[src/rtl/encode_flush_ctrl.sv]
`default_nettype none
// ============================================================================
// Module   : encode_flush_ctrl
// Brief    : Sequencer in front of the bit packer; forwards codewords, then
//            appends the end marker and zero pad so the stream ends on a
//            16-bit boundary.
// Revision : 1.0 - initial release
// ============================================================================
module encode_flush_ctrl #(
  parameter logic [12:0] END_MARK = 13'h0180,
  parameter logic [3:0]  END_LEN  = 4'd9
) (
  input  logic        clk,
  input  logic        rst,
  input  logic        ce,
  input  logic        start,
  input  logic        tok_valid,
  input  logic [12:0] tok_data,
  input  logic [3:0]  tok_len,
  input  logic        tok_last,
  output logic        tok_ready,
  output logic        cnt_output_enable,
  output logic [12:0] cnt_output,
  output logic [3:0]  cnt_len,
  output logic        cnt_finish,
  output logic        busy,
  output logic        done,
  output logic [15:0] word_cnt,
  output logic [2:0]  ctrl_state
);

  typedef enum logic [2:0] {
    S_IDLE = 3'd0,
    S_RUN  = 3'd1,
    S_EOS  = 3'd2,
    S_PAD  = 3'd3,
    S_FIN  = 3'd4
  } state_t;

  state_t      r_state;
  state_t      w_next;
  logic [3:0]  r_bitpos;
  logic [15:0] r_word_cnt;
  logic        r_en_q;
  logic        r_fin;
  logic [12:0] r_out_data;
  logic [3:0]  r_out_len;

  logic        w_load;
  logic [12:0] w_ld_data;
  logic [3:0]  w_ld_len;
  logic        w_fin;
  logic        w_clear;
  logic [4:0]  w_sum;
  logic [3:0]  w_mark_pos;

  assign w_mark_pos = r_bitpos + END_LEN;
  assign w_sum      = {1'b0, r_bitpos} + {1'b0, w_ld_len};

  always_comb begin
    w_next    = r_state;
    w_load    = 1'b0;
    w_ld_data = 13'd0;
    w_ld_len  = 4'd0;
    w_fin     = 1'b0;
    w_clear   = 1'b0;
    case (r_state)
      S_IDLE: begin
        if (start) begin
          w_clear = 1'b1;
          w_next  = S_RUN;
        end
      end
      S_RUN: begin
        if (tok_valid) begin
          // Zero-length tokens are swallowed without touching the packer.
          if (tok_len != 4'd0) begin
            w_load    = 1'b1;
            w_ld_data = tok_data;
            w_ld_len  = tok_len;
          end
          if (tok_last) w_next = S_EOS;
        end
      end
      S_EOS: begin
        w_load    = 1'b1;
        w_ld_data = END_MARK;
        w_ld_len  = END_LEN;
        w_next    = (w_mark_pos == 4'd0) ? S_FIN : S_PAD;
      end
      S_PAD: begin
        w_load    = 1'b1;
        w_ld_data = 13'd0;
        w_ld_len  = 4'd0 - r_bitpos;
        w_next    = S_FIN;
      end
      S_FIN: begin
        w_fin  = 1'b1;
        w_next = S_IDLE;
      end
      default: w_next = S_IDLE;
    endcase
  end

  always_ff @(posedge clk) begin
    if (rst) begin
      r_state    <= S_IDLE;
      r_bitpos   <= 4'd0;
      r_word_cnt <= 16'd0;
      r_en_q     <= 1'b0;
      r_fin      <= 1'b0;
      r_out_data <= 13'd0;
      r_out_len  <= 4'd0;
    end else if (ce) begin
      r_state <= w_next;
      r_en_q  <= w_load;
      r_fin   <= w_fin;
      if (w_load) begin
        r_out_data <= w_ld_data;
        r_out_len  <= w_ld_len;
        r_bitpos   <= w_sum[3:0];
        if (w_sum[4]) r_word_cnt <= r_word_cnt + 16'd1;
      end
      if (w_clear) begin
        r_bitpos   <= 4'd0;
        r_word_cnt <= 16'd0;
      end
    end
  end

  // Registered outputs are gated by ce so each is seen by the packer once.
  assign tok_ready         = (r_state == S_RUN) & ce;
  assign cnt_output_enable = r_en_q & ce;
  assign cnt_output        = r_out_data;
  assign cnt_len           = r_out_len;
  assign cnt_finish        = r_fin & ce;
  assign done              = r_fin & ce;
  assign busy              = (r_state != S_IDLE);
  assign word_cnt          = r_word_cnt;
  assign ctrl_state        = r_state;

endmodule
`default_nettype wire

[config.mk]
export PLATFORM = sky130hd
export DESIGN_NAME = encode_flush_ctrl
export DESIGN_NICKNAME = d
export VERILOG_FILES = /design/src/rtl/encode_flush_ctrl.sv
export SDC_FILE = /design/constraint.sdc
export NUM_CORES = 1
export LEC_CHECK = 0
export ABC_AREA = 1
export BUFFER_PORTS_ARGS = -buffer_cell sky130_fd_sc_hd__buf_4
export CAP_MARGIN = 20
export CORE_MARGIN = 2
export CORE_UTILIZATION = 28
export DETAILED_ROUTE_END_ITERATION = 10
export GPL_TIMING_DRIVEN = 0
export PLACE_DENSITY_LB_ADDON = 0.2
export SYNTH_ARGS = -nofsm -noshare
export SYNTH_HDL_FRONTEND = slang
export SYNTH_SLANG_ARGS = --single-unit
[constraint.sdc]
create_clock -name clk -period 3.34 [get_ports clk]
set_input_delay 0.167 -clock clk [delete_from_list [all_inputs] [get_ports clk]]
set_output_delay 0.167 -clock clk [all_outputs]
set_load 0.01 [all_outputs]
==> results of run 1 <==
==> stage by stage <==
| stage | cell area (um2) | hold WS [ns] | total power (W) |
|---|---|---|---|
| floorplan | 2608 | 0.3609 | 0.0006853 |
| global placement | 3204 | 0.4551 | 0.0007711 |
| detailed placement | 3204 | 0.4553 | 0.0007722 |
| CTS | 3314 | 0.1991 | 0.001197 |
| global route | 3314 | 0.2151 | 0.001243 |
| finish | 3314 | 0.2098 | 0.001181 |
==> placed cells by master (no fill, tap or decap) <==
cell	synthesis	routed
nand2_1	124	124
nand3b_1	1	1
fa_1	1	1
inv_1	50	50
bufinv_16	0	1
or2_2	1	1
a21oi_1	38	38
buf_4	7	68
nand2_2	2	2
dfxtp_1	42	42
o21bai_1	1	1
clkbuf_1	6	7
buf_6	1	1
buf_1	1	1
o21ai_0	8	8
inv_2	1	1
nor3b_1	1	1
o21ai_1	2	2
nand4_1	22	22
clkbuf_8	0	5
nor2_1	54	54
nor2_2	3	3
or2_0	1	1
a21oi_2	1	1
nand3_1	33	33
xnor2_1	1	1
buf_2	4	4
clkinvlp_4	0	1
ha_1	7	7
nand3_2	1	1
nand3_4	3	3
==> power breakdown <==
group / leakage, nW / switching, W / internal [W]
sequential: 0.339 / 0.0000131 / 0.000513
clock: 0.0514 / 0.000198 / 0.000224
combinational: 1.13 / 0.000145 / 0.0000888
==> kinds of logic after synthesis <==
logic type | after synthesis | synth area share
AND/OR/NAND/NOR | 246 | 0.4189
adder cells (fa/ha/maj) | 8 | 0.04127
flip-flops | 42 | 0.3225
buffers and inverters | 70 | 0.1156
AO/OA/AOI/OAI | 50 | 0.09837
XOR/XNOR | 1 | 0.003360
==> cell type report <==
| type | count | area [um2] | area share |
|---|---|---|---|
| multi-input cells | 305 | 1465 | 0.4421 |
| clock buffers | 6 | 72.57 | 0.02190 |
| well taps | 111 | 138.9 | 0.04190 |
| plain buffers | 19 | 110.1 | 0.03322 |
| repair buffers | 61 | 457.9 | 0.1382 |
| flip-flops and latches | 42 | 840.8 | 0.2537 |
| clock inverters | 2 | 37.54 | 0.01133 |
| inverters | 51 | 191.4 | 0.05776 |
==> state kept, by name (all words and copies together) (netlist names) <==
register and flops:
ctrl_state 3, r_bitpos 4, cnt_output 13, word_cnt 16, r_en_q 1, r_fin 1, cnt_len 4
==> how the worst min path moves through the flow <==
stage,startpoint,endpoint,slack (ns),cells past startpoint
after floorplan,tok_len[0],cnt_len[0],0.36,2
after global placement,cnt_output[12],cnt_output[12],0.46,2
after detailed placement,cnt_output[8],cnt_output[8],0.46,2
after CTS,tok_len[0],cnt_len[0],0.20,3
after global routing,tok_len[0],cnt_len[0],0.22,3
final,tok_len[0],cnt_len[0],0.21,3
==> worst reg2reg max path: stages, from the launching register on <==
cell and delay, ns:
dfxtp_1 0.50, nand3b_1 0.25, nor2_2 0.25, a21oi_1 0.12, inv_1 0.07, ha_1 0.17, inv_1 0.06, fa_1 0.41
nor2_1 0.12, nor2_1 0.07, nand2_2 0.18, nand3_4 0.15, buf_6 0.18, a21oi_1 0.12, nor2_1 0.05
==> metal layers <==
metal,up-vias,GRT usage
li1,1460,-
met2,77,0.2747
met4,0,0.02740
met3,4,0.04092
met5,-,0
met1,1252,0.1955
==> impl_metrics.py, run 1 <==
metrics = {
    "synthesis": {
        "synth_warnings": 0,
        "synth_area_per_cell_um2": 6.253,
        "synth.most_common_cell": "nand2_1",
        "yosys_most_used_dff": "dfxtp_1",
        "yosys-top-cells-count": "nand2_1 (124), nor2_1 (54), inv_1 (50), dfxtp_1 (42), a21oi_1 (38)",
        "syn_nets": 448,
        "synth_cell_types": 28,
        "syn_inst": 417,
        "synth.top_cell.area_share": 0.3225,
        "syn_area_um2": 2608,
        "ys_seq_area_frac": 0.3225,
        "synth.largest_area_cell": "dfxtp_1",
        "ys_seq_elements": 42,
        "synthArstFlopShare": 0,
        "synth_area_leaders": "dfxtp_1 (32%), nand2_1 (18%), nor2_1 (7.8%), a21oi_1 (7.3%), inv_1 (7.2%)",
        "synth-edff-count": 0,
    },
    "floorplan": {
        "pin_count": 64,
        "die_y_um": 100.5,
        "dieArea_um2": 10100,
        "dieWidth_um": 100.5,
        "floorplan.initialDensity": 0.2849,
        "core.rowCount": 35,
        "core_area_um2": 9153,
    },
    "timing": {
        "fmax_ghz": 0.3553,
        "hold_viol_final": 0,
        "finalCritPeriodShare": 0.8426,
        "setup_violations": 0,
        "fin_skew_ns": 0.005311,
        "worst_slack_ns": 0.5257,
        "period_needed_ns": 2.814,
        "worst_slew_pin_slew_ns": 0.5999,
        "drv_slew": 0,
        "fin_setup_tns_ns": 0,
        "rsz0062_at_grt": "false",
        "relSlewSlack": 0.6001,
    },
    "worst_setup_path": {
        "crit_family": "simple AND/OR/NAND/NOR gates",
        "slowest_delay_ns": 0.50,
        "r2r-start": "ctrl_state[0]",
        "reg2reg_slack_ns": 0.53,
        "cp_max_fo": 10,
        "cp.depth": 14,
        "worstSetupPathType": "reg2reg",
        "r2r_cells": 14,
        "crit_arrival_ns": 3.01,
        "crit_end": "word_cnt[12]",
        "worstSetupStartpointType": "register",
        "path_cells": "nand3b_1 -> nor2_2 -> a21oi_1 -> inv_1 -> ha_1 -> inv_1 -> fa_1 -> nor2_1 -> nor2_1 -> nand2_2 -> nand3_4 -> buf_6 -> a21oi_1 -> nor2_1",
        "r2r-end": "word_cnt[12]",
        "slowest_stage": "dfxtp_1",
        "path_buf_inv": 3,
        "endpoint_kind": "register",
        "cp.required_ns": 3.54,
        "cp-startpoint": "ctrl_state[0]",
        "cpMostUsedCell": "nor2_1",
    },
    "placement": {
        "hpwl_um": 5694,
        "post-place-ws_ns": 0.5465,
        "dp_cells": 589,
        "port_buffers": 61,
        "gp_congestion": 0.8644,
    },
    "routing": {
        "firstDrtPassIters": 5,
        "wl_per_cell_um": 12.82,
        "vias": 2793,
        "drt-met1-wl_um": 3481,
        "ant_nets": 0,
        "met3_length_um": 557,
        "routed_wirelength_um": 7654,
        "vias_per_cell": 4.678,
        "routed.top_layer": "met4",
        "wl_met2_um": 3584,
        "drc": 0,
        "drtIter0Drc": 105,
    },
    "cts": {
        "post_cts_buffers": 0,
        "cts_tree": "yes",
        "cts_root_buf": "clkbuf_8",
        "path_clk_slew_ns": 0.09,
        "cts_resized": 0,
        "htreeDepth": 2,
        "ctsHoldBuffers": 0,
        "ctsLongestPathBuffers": 2,
        "cts_buffers": 5,
        "cts_sinks": 42,
        "insertion_delay_ns": 0.30,
    },
    "grt": {
        "grt_pass1_vias": 2686,
        "grt_usage": 0.1566,
        "grt-ovfl-total": 0,
        "grt_pass1_wl_um": 12700,
        "grt_max_degree": 14,
        "antenna_found_initial": 0,
    },
    "finish": {
        "area_growth_syn_to_layout_pct": 27.11,
        "drive_gt1_frac": 0.1893,
        "utilization": 0.3621,
        "num_antenna_cells": 0,
        "nets": 516,
        "instances_no_fill": 597,
        "fillers": 990,
    },
    "status": {
        "status": "finished, final reports clean",
    },
    "power": {
        "peakVddDrop_mv": 0.1892,
        "leakage_nw": 1.524,
        "power_density_nw_per_um2": 356.5,
    },
    "hold_path": {
        "hold_class": "in2reg",
    },
    "flow_run": {
        "drv_cap": 0,
    },
}
(Power assumes the default switching activity.)
==> inputs of run 2 (changes only) <==
==> constraint.sdc (replaced) <==
create_clock -name clk -period 2.94 [get_ports clk]
set_input_delay 0.147 -clock clk [delete_from_list [all_inputs] [get_ports clk]]
set_output_delay 0.147 -clock clk [all_outputs]
set_load 0.01 [all_outputs]
==> run 2 against run 1 <==
Net effect: die area did not move; setup slack got worse by 0.33 ns; sequential share of layout area down 0.095 points; clock skew is 0.0029 ns higher; total power increased by 14%; largest power group unchanged.
==> impl_metrics.py, run 2 (synthesis results as in run 1) <==
metrics = {
    "routing": {
        "ant_nets": 0,
        "firstDrtPassIters": 4,
        "drtIter0Drc": 100,
        "vias_per_cell": 4.672,
        "vias": 2794,
        "wl_per_cell_um": 12.82,
        "routed_wirelength_um": 7667,
        "drc": 0,
    },
    "placement": {
        "port_buffers": 61,
        "gp_congestion": 0.8644,
        "post-place-ws_ns": 0.1465,
        "dp_cells": 589,
        "hpwl_um": 5694,
    },
    "timing": {
        "fin_setup_tns_ns": 0,
        "fin_skew_ns": 0.008241,
        "setup_violations": 0,
        "drv_slew": 0,
        "worst_slew_pin_slew_ns": 0.5967,
        "period_needed_ns": 2.747,
        "hold_viol_final": 0,
        "worst_slack_ns": 0.1926,
        "finalCritPeriodShare": 0.9345,
        "holdWs_ns": 0.1893,
        "relSlewSlack": 0.6022,
        "rsz0062_at_grt": "false",
        "fmax_ghz": 0.3640,
    },
    "floorplan": {
        "floorplan.initialDensity": 0.2849,
        "die_y_um": 100.5,
        "dieWidth_um": 100.5,
        "pin_count": 64,
        "core_area_um2": 9153,
        "core.rowCount": 35,
        "dieArea_um2": 10100,
    },
    "cts": {
        "cts_tree": "yes",
        "htreeDepth": 2,
        "path_clk_slew_ns": 0.09,
        "cts_root_buf": "clkbuf_8",
        "ctsHoldBuffers": 0,
        "cts_sinks": 42,
        "cts_buffers": 5,
        "insertion_delay_ns": 0.30,
        "ctsLongestPathBuffers": 2,
    },
    "flow_run": {
        "drv_cap": 0,
    },
    "worst_setup_path": {
        "cp.required_ns": 3.14,
        "worstSetupStartpointType": "register",
        "endpoint_kind": "register",
        "cp_max_fo": 10,
        "crit_arrival_ns": 2.95,
        "worstSetupPathType": "reg2reg",
    },
    "grt": {
        "antenna_found_initial": 0,
        "grt_pass1_wl_um": 12700,
        "grt_pass1_vias": 2686,
        "grt_usage": 0.1566,
        "grt_max_degree": 14,
        "grt-ovfl-total": 0,
    },
    "power": {
        "leakage_nw": 1.528,
        "power_density_nw_per_um2": 405.1,
        "peakVddDrop_mv": 0.2147,
        "power_w": 0.001348,
    },
    "finish": {
        "drive_gt1_frac": 0.1910,
        "mostFrequentLayoutCells": "nand2_1 (124), buf_4 (69), nor2_1 (54)",
        "nets": 517,
        "largest_reg_flops": 16,
        "final_common_cell": "nand2_1",
        "num_antenna_cells": 0,
        "instances_no_fill": 598,
        "area_growth_syn_to_layout_pct": 27.59,
    },
    "hold_path": {
        "hold_class": "in2reg",
    },
    "status": {
        "status": "finished, final reports clean",
    },
}
run 2: cell types whose count changed in the layout (fill, tap and decap cells not counted):
cell and delta:
buf_4 +1, nor2_2 -1, nor2_4 +1
run 2: stage by stage:
step                instance area [um2]  utilization
floorplan                          2608            -
global placement                   3204       0.3501
detailed placement                 3204       0.3501
CTS                                3314       0.3621
global route                       3327       0.3635
finish                             3327       0.3635
run 2: final timing paths:
check | endpoint | cells after the start | startpoint | slack, ns
setup / recovery | word_cnt[15] | 15 | r_bitpos[1] | 0.19
hold / removal | cnt_len[0] | 3 | tok_len[0] | 0.19
setup reg to reg | word_cnt[15] | 15 | r_bitpos[1] | 0.19
hold reg to reg | cnt_output[8] | 2 | cnt_output[8] | 0.47
run 2: area by class of cell:
class	count	area, um2
sequential	42	840.8
timing repair buffer	62	465.4
clock inverter	2	37.54
tap	111	138.9
multi-input combinational	305	1470
inverter	51	191.4
buffer	19	110.1
fill	990	5826
clock buffer	6	72.57
run 2: layer usage:
layer / up-vias / part of all wire / global-route usage
li1: 1464 / - / -
met1: 1256 / 0.47 / 0.1955
met2: 70 / 0.47 / 0.2747
met3: 4 / 0.062 / 0.04092
met4: 0 / 0.0039 / 0.02740
met5: - / 0 / 0
run 2: critical path, stage by stage (launching register included):
cell and delay [ns]:
dfxtp_1 0.45, inv_1 0.16, ha_1 0.22, or2_2 0.30, nand3_1 0.11, nand2_1 0.09
ha_1 0.34, nand2_1 0.08, nor2_1 0.03, nor2_1 0.18, nand2_2 0.19, nand3_4 0.18
buf_6 0.16, nand2_1 0.06, nand2_1 0.05, nor2_1 0.04
run 2: timing repair:
action	CTS	global route
endpoints found under the setup margin	0	16
resized for setup	0	1
setup buffers	0	1
run 2: power by group:
group	internal [W]	switching [W]
registers	0.000583	0.0000150
logic	0.000103	0.000166
clock network	0.000254	0.000227
total	0.000940	0.000408
==> inputs of run 3 (changes only) <==
--- a/config.mk
+++ b/config.mk
@@ -12,7 +12,8 @@
 export CORE_UTILIZATION = 28
 export DETAILED_ROUTE_END_ITERATION = 10
 export GPL_TIMING_DRIVEN = 0
-export PLACE_DENSITY_LB_ADDON = 0.2
+export PLACE_DENSITY_LB_ADDON = 0.25
+export SKIP_LAST_GASP = 1
 export SYNTH_ARGS = -nofsm -noshare
 export SYNTH_HDL_FRONTEND = slang
 export SYNTH_SLANG_ARGS = --single-unit
==> constraint.sdc (replaced) <==
create_clock -name clk -period 3.3 [get_ports clk]
set_input_delay 0.165 -clock clk [delete_from_list [all_inputs] [get_ports clk]]
set_output_delay 0.165 -clock clk [all_outputs]
set_load 0.01 [all_outputs]
==> run 3 against run 2 <==
Net effect: register-to-register slack better by 0.26 ns; total power decreased by 11%; clock power is 10% lower; via count rose by 0.86%; non-clock buffer count is 1 lower; sequential share of layout area is 0.067 points higher; setup slack gained 0.26 ns; combinational power decreased by 13%; critical path type unchanged; critical endpoint is now word_cnt[13].
==> impl_metrics.py, run 3 (synthesis results as in run 1) <==
metrics = {
    "cts": {
        "cts_sinks": 42,
        "htreeDepth": 2,
        "cts_tree": "yes",
        "cts_buffers": 5,
        "ctsLongestPathBuffers": 2,
        "cts_root_buf": "clkbuf_8",
        "cts_resized": 0,
        "insertion_delay_ns": 0.31,
        "ctsHoldBuffers": 0,
        "path_clk_slew_ns": 0.09,
        "post_cts_buffers": 0,
    },
    "placement": {
        "placed_cell_area_um2": 3204,
        "dp_cells": 589,
        "hpwl_um": 5515,
        "port_buffers": 61,
        "post-place-ws_ns": 0.4824,
        "gp_congestion": 0.8682,
    },
    "finish": {
        "fillers": 993,
        "largest_reg_flops": 16,
        "nets": 516,
        "instances_no_fill": 597,
        "area_growth_syn_to_layout_pct": 27.26,
        "mostFrequentLayoutCells": "nand2_1 (124), buf_4 (68), nor2_1 (54)",
        "fin_area_um2": 3318,
        "num_antenna_cells": 0,
        "multi_input_area_um2": 1465,
        "utilization": 0.3625,
        "final_common_cell": "nand2_1",
        "drive_gt1_frac": 0.1914,
        "seqCellArea_um2": 840.8,
    },
    "timing": {
        "worst_slack_ns": 0.4485,
        "relSlewSlack": 0.6462,
        "fin_setup_tns_ns": 0,
        "setup_violations": 0,
        "fin_skew_ns": 0.007025,
        "drv_slew": 0,
        "finalCritPeriodShare": 0.8641,
        "period_needed_ns": 2.852,
        "rsz0062_at_grt": "false",
        "worst_slew_pin_slew_ns": 0.5307,
        "fmax_ghz": 0.3507,
        "hold_viol_final": 0,
    },
    "grt": {
        "grt_max_degree": 15,
        "grt_usage": 0.1501,
        "grt_pass1_wl_um": 12150,
        "antenna_found_initial": 0,
        "grt_pass1_vias": 2665,
        "grt-ovfl-total": 0,
    },
    "flow_run": {
        "drv_cap": 0,
    },
    "worst_setup_path": {
        "worstSetupPathType": "reg2reg",
        "r2r_cells": 14,
        "slowest_delay_ns": 0.51,
        "worstSetupStartpointType": "register",
        "crit_arrival_ns": 3.06,
        "path_cells": "nand3b_1 -> nor2_2 -> a21oi_1 -> inv_1 -> ha_1 -> inv_1 -> fa_1 -> nor2_1 -> nor2_1 -> nand2_2 -> nand3_4 -> buf_6 -> a21oi_1 -> nor2_1",
        "cp_max_fo": 10,
        "cp.required_ns": 3.51,
        "cpMostUsedCell": "nor2_1",
        "slowest_stage": "dfxtp_1",
        "endpoint_kind": "register",
    },
    "routing": {
        "vias": 2818,
        "ant_nets": 0,
        "drc": 0,
        "wl_per_cell_um": 12.31,
        "firstDrtPassIters": 4,
        "routed_wirelength_um": 7351,
        "vias_per_cell": 4.720,
        "drtIter0Drc": 117,
    },
    "status": {
        "status": "finished, final reports clean",
    },
    "floorplan": {
        "dieWidth_um": 100.5,
        "core_area_um2": 9153,
        "floorplan.initialDensity": 0.2849,
        "pin_count": 64,
        "die_y_um": 100.5,
        "core.rowCount": 35,
        "dieArea_um2": 10100,
    },
    "hold_path": {
        "holdPathStages": 3,
        "hold_class": "in2reg",
    },
    "power": {
        "power_density_nw_per_um2": 361.8,
        "leakage_nw": 1.523,
        "peakVddDrop_mv": 0.1881,
    },
}
[run 3: cell types whose count changed in the layout (fill, tap and decap cells not counted), sizes merged]
cell      previous run  this run
clkinvlp             1         2
clkbuf              12        11
buf                 75        74
[run 3: power by group]
part	internal [W]	switching [W]	leakage, nW
combinational	0.0000898	0.000145	1.13
sequential	0.000519	0.0000136	0.339
clock	0.000225	0.000207	0.0504
total	0.000834	0.000366	1.52
[run 3: path summary, 6_finish.rpt]
| path | start | endpoint | slack (ns) |
|---|---|---|---|
| max reg2reg | ctrl_state[0] | word_cnt[13] | 0.45 |
| max | ctrl_state[0] | word_cnt[13] | 0.45 |
| min reg2reg | r_en_q | r_en_q | 0.47 |
| min | tok_len[0] | cnt_len[0] | 0.17 |
[run 3: cell type report]
class / count / area share
Multi-Input combinational cell: 305 / 0.4416
Sequential cell: 42 / 0.2534
Timing Repair Buffer: 61 / 0.1380
Inverter: 51 / 0.05769
Tap cell: 111 / 0.04186
Buffer: 19 / 0.03318
Clock buffer: 5 / 0.02074
Clock inverter: 3 / 0.01357
[run 3: metrics by stage]
step	power, W	hold slack, ns
final	0.001201	0.1726
after floorplan	0.0006936	0.3589
after global placement	0.0007780	0.4554
after global routing	0.001260	0.1907
after detailed placement	0.0007793	0.4602
after CTS	0.001215	0.1657
[run 3: worst max-delay path, delay by kind of cell (launching register included)]
kind,cells,cell delay (ns)
fa+ha+maj,2,0.59
buf+inv,3,0.31
compound gates,2,0.26
flops,1,0.51
simple gates,7,1.07
[run 3: routing by layer]
metal / vias up / routed length, um / GRT usage
met4: 0 / 88 / 0.04215
met3: 9 / 476 / 0.03883
met2: 81 / 3354 / 0.2514
met5: - / 0 / 0
li1: 1468 / - / -
met1: 1260 / 3433 / 0.1910
